<file path="config.mk">
export PLATFORM = sky130hd
export DESIGN_NAME = cp0_exc_unit
export DESIGN_NICKNAME = d
export VERILOG_FILES = /design/src/rtl/cp0_exc_unit_pkg.sv /design/src/rtl/cp0_timer.sv /design/src/rtl/cp0_exc_unit.sv
export SDC_FILE = /design/constraint.sdc
export NUM_CORES = 1
export LEC_CHECK = 0
export ABC_AREA = 1
export CAP_MARGIN = 30
export CORE_MARGIN = 5
export CORE_UTILIZATION = 42
export CTS_CLUSTER_SIZE = 20
export DETAILED_ROUTE_END_ITERATION = 8
export PLACE_DENSITY = 0.87
export SYNTH_ARGS = -nofsm -noshare
export SYNTH_HDL_FRONTEND = slang
export SYNTH_SLANG_ARGS = --single-unit
</file>
<file path="constraint.sdc">
create_clock -name clk -period 3 [get_ports clk]
set_clock_uncertainty 0.2 [all_clocks]
set_input_delay 0.45 -clock clk [delete_from_list [all_inputs] [get_ports clk]]
set_output_delay 0.45 -clock clk [all_outputs]
set_load 0.05 [all_outputs]
</file>
<file path="src/rtl/cp0_exc_unit_pkg.sv">
// Shared CP0 constants: register numbers, exception type codes, ExcCode values,
// Status/Cause bit positions and the exception vectors.
package cp0_exc_unit_pkg;

    localparam logic [4:0] REG_COUNT   = 5'd9;
    localparam logic [4:0] REG_COMPARE = 5'd11;
    localparam logic [4:0] REG_STATUS  = 5'd12;
    localparam logic [4:0] REG_CAUSE   = 5'd13;
    localparam logic [4:0] REG_EPC     = 5'd14;
    localparam logic [4:0] REG_PRID    = 5'd15;
    localparam logic [4:0] REG_CONFIG  = 5'd16;

    localparam logic [31:0] EXC_NONE     = 32'h0;
    localparam logic [31:0] EXC_INT      = 32'h1;
    localparam logic [31:0] EXC_SYSCALL  = 32'h8;
    localparam logic [31:0] EXC_INVALID  = 32'ha;
    localparam logic [31:0] EXC_TRAP     = 32'hd;
    localparam logic [31:0] EXC_OVERFLOW = 32'hc;
    localparam logic [31:0] EXC_ERET     = 32'he;

    localparam logic [4:0] EXCCODE_INT = 5'd0;
    localparam logic [4:0] EXCCODE_SYS = 5'd8;
    localparam logic [4:0] EXCCODE_RI  = 5'd10;
    localparam logic [4:0] EXCCODE_OV  = 5'd12;
    localparam logic [4:0] EXCCODE_TR  = 5'd13;

    localparam int ST_IE  = 0;
    localparam int ST_EXL = 1;
    localparam int CA_BD  = 31;

    localparam int FLAG_SYSCALL  = 8;
    localparam int FLAG_INVALID  = 9;
    localparam int FLAG_TRAP     = 10;
    localparam int FLAG_OVERFLOW = 11;
    localparam int FLAG_ERET     = 12;

    // Software-writable Cause bits: IV, WP, IP[1:0]
    localparam logic [31:0] CAUSE_WMASK = 32'h00c0_0300;
    localparam logic [31:0] RESET_STATUS = 32'h1000_0000;

    localparam logic [31:0] VEC_INT = 32'h0000_0020;
    localparam logic [31:0] VEC_EXC = 32'h0000_0040;

    function automatic logic [4:0] exccode_of(input logic [31:0] t);
        case (t)
            EXC_SYSCALL:  return EXCCODE_SYS;
            EXC_INVALID:  return EXCCODE_RI;
            EXC_TRAP:     return EXCCODE_TR;
            EXC_OVERFLOW: return EXCCODE_OV;
            default:      return EXCCODE_INT;
        endcase
    endfunction

endpackage

</file>
<file path="src/rtl/cp0_timer.sv">
// Count/Compare timer: free-running Count, sticky match interrupt cleared by
// any write to Compare.
module cp0_timer (
    input  logic        clk,
    input  logic        rst,
    input  logic        count_we,
    input  logic        compare_we,
    input  logic [31:0] wdata,
    output logic [31:0] count,
    output logic [31:0] compare,
    output logic        timer_int
);

    always_ff @(posedge clk) begin
        if (rst) begin
            count     <= '0;
            compare   <= '0;
            timer_int <= 1'b0;
        end else begin
            count <= count_we ? wdata : count + 32'd1;
            if (compare_we) begin
                compare   <= wdata;
                timer_int <= 1'b0;
            end else if (compare != 32'd0 && count == compare) begin
                timer_int <= 1'b1;
            end
        end
    end

endmodule

</file>
<file path="src/rtl/cp0_exc_unit.sv">
// CP0 register file and MEM-stage exception arbiter.
// Define CP0_TIMER_EN to include the Count/Compare timer.
module cp0_exc_unit
    import cp0_exc_unit_pkg::*;
#(
    parameter logic [31:0] PRID_VALUE   = 32'h004c0102,
    parameter logic [31:0] CONFIG_VALUE = 32'h00008000
) (
    input  logic        clk,
    input  logic        rst,
    input  logic [5:0]  int_i,
    input  logic        we_i,
    input  logic [4:0]  waddr_i,
    input  logic [31:0] wdata_i,
    input  logic [4:0]  raddr_i,
    output logic [31:0] rdata_o,
    input  logic [31:0] mem_excflags_i,
    input  logic [31:0] mem_pc_i,
    input  logic        mem_in_delayslot_i,
    output logic [31:0] excepttype_o,
    output logic [31:0] epc_o,
    output logic [31:0] status_o,
    output logic [31:0] cause_o,
    output logic        timer_int_o
);

    logic [31:0] status_q, cause_q, epc_q;
    logic [31:0] count, compare;
    logic        wr_status, wr_cause, wr_epc;
    logic        irq_pending, exc_take;
    logic        unused_flags;

    assign unused_flags = ^{mem_excflags_i[31:13], mem_excflags_i[7:0]};

    assign wr_status = we_i && (waddr_i == REG_STATUS);
    assign wr_cause  = we_i && (waddr_i == REG_CAUSE);
    assign wr_epc    = we_i && (waddr_i == REG_EPC);

    // WB-stage mtc0 is forwarded so a same-cycle write is seen by the arbiter
    assign status_o = wr_status ? wdata_i : status_q;
    assign cause_o  = wr_cause ? ((cause_q & ~CAUSE_WMASK) | (wdata_i & CAUSE_WMASK)) : cause_q;
    assign epc_o    = wr_epc ? wdata_i : epc_q;

    assign irq_pending = (|(cause_o[15:8] & status_o[15:8])) && !status_o[ST_EXL] && status_o[ST_IE];

    always_comb begin
        excepttype_o = EXC_NONE;
        if (mem_pc_i != 32'd0) begin
            if (irq_pending)                         excepttype_o = EXC_INT;
            else if (mem_excflags_i[FLAG_SYSCALL])   excepttype_o = EXC_SYSCALL;
            else if (mem_excflags_i[FLAG_INVALID])   excepttype_o = EXC_INVALID;
            else if (mem_excflags_i[FLAG_TRAP])      excepttype_o = EXC_TRAP;
            else if (mem_excflags_i[FLAG_OVERFLOW])  excepttype_o = EXC_OVERFLOW;
            else if (mem_excflags_i[FLAG_ERET])      excepttype_o = EXC_ERET;
        end
    end

    assign exc_take = (excepttype_o != EXC_NONE) && (excepttype_o != EXC_ERET);

    // mtc0 lands first; exception commit then overrides only the fields it owns
    always_ff @(posedge clk) begin
        if (rst) begin
            status_q <= RESET_STATUS;
            cause_q  <= '0;
            epc_q    <= '0;
        end else begin
            status_q       <= status_o;
            cause_q        <= cause_o;
            cause_q[15:10] <= int_i;
            epc_q          <= epc_o;
            if (exc_take) begin
                if (!status_o[ST_EXL]) begin
                    epc_q         <= mem_in_delayslot_i ? mem_pc_i - 32'd4 : mem_pc_i;
                    cause_q[CA_BD] <= mem_in_delayslot_i;
                end
                status_q[ST_EXL] <= 1'b1;
                cause_q[6:2]     <= exccode_of(excepttype_o);
            end else if (excepttype_o == EXC_ERET) begin
                status_q[ST_EXL] <= 1'b0;
            end
        end
    end

`ifdef CP0_TIMER_EN
    cp0_timer u_timer (
        .clk        (clk),
        .rst        (rst),
        .count_we   (we_i && (waddr_i == REG_COUNT)),
        .compare_we (we_i && (waddr_i == REG_COMPARE)),
        .wdata      (wdata_i),
        .count      (count),
        .compare    (compare),
        .timer_int  (timer_int_o)
    );
`else
    assign count       = '0;
    assign compare     = '0;
    assign timer_int_o = 1'b0;
`endif

    always_comb begin
        rdata_o = '0;
        case (raddr_i)
            REG_COUNT:   rdata_o = count;
            REG_COMPARE: rdata_o = compare;
            REG_STATUS:  rdata_o = status_q;
            REG_CAUSE:   rdata_o = cause_q;
            REG_EPC:     rdata_o = epc_q;
            REG_PRID:    rdata_o = PRID_VALUE;
            REG_CONFIG:  rdata_o = CONFIG_VALUE;
            default:     rdata_o = '0;
        endcase
    end

endmodule

</file>
### After elaboration in Yosys (flattened, before gate mapping)

Cells that the tools add are included.

* output and inout port bits: 161
* bits of input ports: 116
* bits in registers: 96
* word-level logic and storage cells: 50

* bitwise gates (word level): 2
* muxes and demuxes: 20
* reductions and logical operators: 10
* $add $sub $neg: 1
* equal/unequal tests: 14

Operator list (count)
* $mux W32: 7
* $eq A32 B4 Y1 const B: 5
* $pmux W32 S5: 1
* $reduce_bool A32 Y1: 2
* $eq A5 B4 Y1 const B: 7
* $ne A32 B4 Y1 const B: 1
* $or A32 B24 Y32: 1
* $sub A32 B3 Y32 const B: 1
* $mux W4: 6
* $pmux W4 S4: 1
* $and A8 B8 Y8: 1
* $reduce_or A8 Y1: 1
* $logic_and A1 B1 Y1: 6
* $eq A5 B5 Y1 const B: 1
* $mux W5: 1
* $mux W1: 4
* $logic_not A1 Y1: 1

### Longest topological paths before layout

Gate-level depths: netlist of run 1.

* depth after elaboration: 12
* gate-level depth with buffers: 18
* gate-level depth less buffers: 17

### Worst setup path before layout of run 1

No wires, ideal clock.

* path kind: input port to flip-flop
* from: in waddr_i[4]
* to: reg epc_q[27]
* library setup time: 0.070 ns
* setup slack: -0.099 ns
* arrival: 2.829 ns
* cell stages on the path: 11
* required time: 2.730 ns
* path buffers: 2
* path through: inv_1 > nand2_1 > nor2_1 > buf_2 > nand3_1 > clkbuf_1 > o21ai_0 > nand2_1 > nand2_1 > nand3_1 > a21oi_1

* elaborated cells between the ends (all ways): 21
* classes of those cells: eq/ne (4); mux (7); bitwise (1); reduce/logical (9)

RTL lines
* start, declared: RTL line cp0_exc_unit.sv:13 `input logic [4:0] waddr_i,`
* $eq A5 B4 Y1 *: RTL line cp0_exc_unit.sv:37 `assign wr_epc = we_i && (waddr_i == REG_EPC);`
* $logic_and A1 B1 Y1 *: RTL line cp0_exc_unit.sv:37
* $mux W32 *: RTL line cp0_exc_unit.sv:42 `assign epc_o = wr_epc ? wdata_i : epc_q;`
* named net epc_o[27]: RTL line cp0_exc_unit.sv:21 `output logic [31:0] epc_o,`
* $mux W32: RTL line cp0_exc_unit.sv:72 `if (!status_o[ST_EXL]) begin`
* $mux W32 *: RTL line cp0_exc_unit.sv:71 `if (exc_take) begin`
* end signal, assigned: RTL line cp0_exc_unit.sv:70 `epc_q <= epc_o;`
* end signal, assigned: RTL line cp0_exc_unit.sv:73 `epc_q <= mem_in_delayslot_i ? mem_pc_i - 32'd4 : mem_pc_i;`
* end, declared: RTL line cp0_exc_unit.sv:27 `logic [31:0] status_q, cause_q, epc_q;`

The timed path passes the listed nets; every way through them passes the cells marked *.
A chain may end at the register's enable or synchronous reset.

### Worst setup path in the final report of run 1

* from: in we_i
* to: out excepttype_o[0]

* word-level cells in the longest chain between the ends: 8
* elaborated cells between the ends (all ways): 11
* classes of those cells: mux (4); bitwise (1); reduce/logical (6)

RTL lines
* start, declared: RTL line cp0_exc_unit.sv:12 `input logic we_i,`
* $logic_and A1 B1 Y1 (on tied branches): RTL line cp0_exc_unit.sv:36, cp0_exc_unit.sv:35
* $mux W32 (on tied branches): RTL line cp0_exc_unit.sv:41, cp0_exc_unit.sv:40
* $and A8 B8 Y8: RTL line cp0_exc_unit.sv:44 `assign irq_pending = (|(cause_o[15:8] & status_o[15:8])) && !status_o[ST_EXL] && status_o[ST_IE];`
* $reduce_or A8 Y1: RTL line cp0_exc_unit.sv:44
* $logic_and A1 B1 Y1: RTL line cp0_exc_unit.sv:44
* $logic_and A1 B1 Y1 *: RTL line cp0_exc_unit.sv:44
* $mux W4 *: RTL line cp0_exc_unit.sv:49 `if (irq_pending) excepttype_o = EXC_INT;`
* $mux W32 *: RTL line cp0_exc_unit.sv:48 `if (mem_pc_i != 32'd0) begin`
* end, declared: RTL line cp0_exc_unit.sv:20 `output logic [31:0] excepttype_o,`

Every way passes the cells marked *; elsewhere a longest branch is shown, timed or not.

==> flow_summary.json, run 1 <==
{
  "grt_pass1_wl_um": 34270,
  "holdBufCountCts": 0,
  "critPathMaxFanout": 5,
  "relSlewSlack_pct": 44.59,
  "htreeDepth": 3,
  "drive_gt1_share_pct": 20.58,
  "clk_pin_slew_ns": 0.06,
  "portBuffers": 203,
  "wl_per_cell_um": 16.89,
  "end_kind": "primary output",
  "cts.sinks": 79,
  "grt_setup_unrepaired": "yes",
  "synthCells": 956,
  "synth_top_flop_cell": "dfxtp_1",
  "powerDensity_mw_per_mm2": 347.6,
  "dp_hpwl_um": 17720,
  "crit_type": "in2out",
  "violations": "setup timing",
  "finalNetCount": 1318,
  "synthDistinctLibCells": 36,
  "synth_warnings": 0,
  "io_pins": 277,
  "final_cell_mix": "nand2_1 (263), inv_1 (115), buf_12 (107)",
  "power_leakage_nw": 4.457,
  "hp-class": "reg2reg",
  "via_per_inst": 5.221,
  "cp.arrival_ns": 2.37,
  "whs_path_depth": 2,
  "synthToLayoutAreaGrowth_pct": 68.37,
  "hold_path_end": "cause_q[4]",
  "min-delay-start": "cause_q[4]",
  "ant_nets": 0,
  "synth_seq_cells": 79,
  "gr-total-overflow": 0,
  "synth_area_leaders": "dfxtp_1 (27%), nand2_1 (18%), inv_1 (7.8%)",
  "cp_data_required_time_ns": 2.35,
  "total_power_w": 0.003390,
  "routabilityCongestion": 0.9385,
  "layout_commonest_cell": "nand2_1",
  "period_minus_slack_ns": 3.018,
  "synth_top_cell_area_share_pct": 27.31,
  "drt_iter0_drc": 827,
  "finalCritPeriodShare_pct": 100.6,
  "tightest_slew_ns": 0.8303,
  "firstDrtPassIters": 7,
  "rows": 43,
  "cts_max_path_buffers": 2,
  "finalWirelength_um": 23390,
  "mappedNetlistArea_mm2": 0.005792,
  "yosys.area.top_type": "dfxtp_1",
  "drv_slew": 0,
  "setup_viol": 1,
  "outcome": "complete, but fails checks",
  "core-area_mm2": 0.01372,
  "numCtsBuffers": 9,
  "fillCellCount": 978,
  "yosysSeqAreaShare_pct": 27.31,
  "grt_max_degree": 55,
  "hold_viol": 0,
  "timing.reg2reg.setup_slack_ns": 0.93,
  "r2r-start": "status_q[15]",
  "synthArstFlopShare_pct": 0,
  "antenna_found_initial": 0,
  "setup_ws_ns": -0.01798,
  "grt_pass1_vias": 6664,
  "cap_violations": 0,
  "fmax_ghz": 0.3313,
  "start_util_pct": 42.22,
  "via_count": 7231,
  "cts_tree": "done",
  "synth-edff-count": 0,
  "die_height_um": 127.4,
  "synth.avg_cell_area_um2": 6.058,
  "diodes": 0,
  "grtUsageTotal_pct": 26.33,
  "fp.dieArea_mm2": 0.01624,
  "die_width_um": 127.4,
  "cts_root_buf": "clkbuf_16",
  "final_cells": 1385,
  "dp.cells": 1361,
  "start_kind": "input port",
  "peakVddDrop_mv": 0.2762,
  "r2r.worst_path.cells": 13,
  "r2r-end": "epc_q[8]",
  "drc_errors": 0,
  "clock_latency_ns": 0.33
}
[layout make-up]
type                       instances  area, um^2  share of cell area, %
multi-input combinational        704        3430                  35.17
timing repair buffer             286        3771                  38.67
clock inverter                     4       45.04                 0.4619
inverter                         120       452.9                  4.645
sequential                        79        1582                  16.22
tap                              180       225.2                  2.309
clock buffer                      12       246.5                  2.528
[timing repair]
| item | in CTS | in global routing |
|---|---|---|
| pin swaps | 2 | 16 |
| cloned | 2 | 0 |
| gates resized for setup | 19 | 43 |
| setup endpoints to repair | 11 | 38 |
| buffers inserted | 3 | 3 |
[metrics by stage]
stage                     setup TNS, ns  setup slack (ns)  instance area (um^2)  util, %  hold WS, ns
after floorplan                  -2.636          -0.09932                  5963        -       0.2525
after global placement          -0.6851          -0.09732                  9244    67.38       0.2717
after detailed placement         -2.618           -0.1498                  9244    67.38       0.2833
after CTS                      -0.06438          -0.02769                  9608    70.03       0.2970
after global routing            -0.3871          -0.07961                  9752    71.08       0.3404
final                          -0.01798          -0.01798                  9752    71.08       0.3059
[kinds of logic after synthesis]
| kind of cell | after synthesis | synth area share [%] |
|---|---|---|
| other | 1 | 0.06475 |
| adders and majority gates | 2 | 0.4320 |
| AOI/OAI and AO/OA | 151 | 14.75 |
| DFF | 79 | 27.31 |
| xor gates and xnor gates | 22 | 3.327 |
| buffers and inverters | 219 | 18.66 |
| and+or+nand+nor | 482 | 35.45 |
[sequential cells by signal (all words and copies together) (netlist names)]
name and flops:
cause_q 15, status_q 32, epc_q 32
[critical path, cell delays in order]
cell	delay, ns
clkdlybuf4s50_1	0.47
nand2_2	0.10
nor2_4	0.14
buf_4	0.17
nand3_1	0.14
nand2_2	0.13
nand2_2	0.06
nand2_1	0.07
nor2_1	0.04
nand2_1	0.10
nand2_4	0.09
nand2_2	0.09
nand2_2	0.07
inv_2	0.09
buf_8	0.14
[power breakdown]
part | total [W] | switching [W] | internal (W) | leakage (nW)
combinational | 0.00117 | 0.000707 | 0.000460 | 3.66
clock | 0.00109 | 0.000431 | 0.000664 | 0.146
sequential | 0.00113 | 0.0000323 | 0.00110 | 0.646
[how the worst max path moves through the flow]
stage | end | from | depth (start not counted) | slack (ns)
after CTS | excepttype_o[0] | waddr_i[3] | 15 | -0.03
after floorplan | epc_q[27] | waddr_i[4] | 11 | -0.1
final | excepttype_o[0] | we_i | 15 | -0.02
after global placement | excepttype_o[0] | waddr_i[3] | 15 | -0.1
after detailed placement | excepttype_o[0] | waddr_i[3] | 15 | -0.15
after global routing | excepttype_o[0] | we_i | 15 | -0.08
[Yosys cell counts, drive strengths merged (4+ instances only)]
library cell / count
nand2: 284
xnor2: 12
nand3: 70
dfxtp: 79
buf: 69
nor3: 7
o21ai: 77
and2: 21
nor2: 82
inv: 120
a21oi: 46
o21a: 6
nand4: 10
xor2: 10
nor4: 4
a32o: 6
o211ai: 12
clkbuf: 30
[layer usage]
layer / vias to the layer above / global-route usage [%] / part of all wire [%]
li1: 3415 / - / -
met1: 3284 / 32.66 / 38
met2: 466 / 44.53 / 48
met3: 66 / 5.393 / 10
met4: 0 / 10.66 / 3.7
met5: - / 0 / 0
No activity file was read; power rests on OpenSTA's default activity.
==> run 2, diff against run 1 <==
Settings changed: ABC_CLOCK_PERIOD_IN_PS set to 3000.
==> results of run 2 <==
Same layout as run 1: the final DEF is identical, and so are final timing and power.
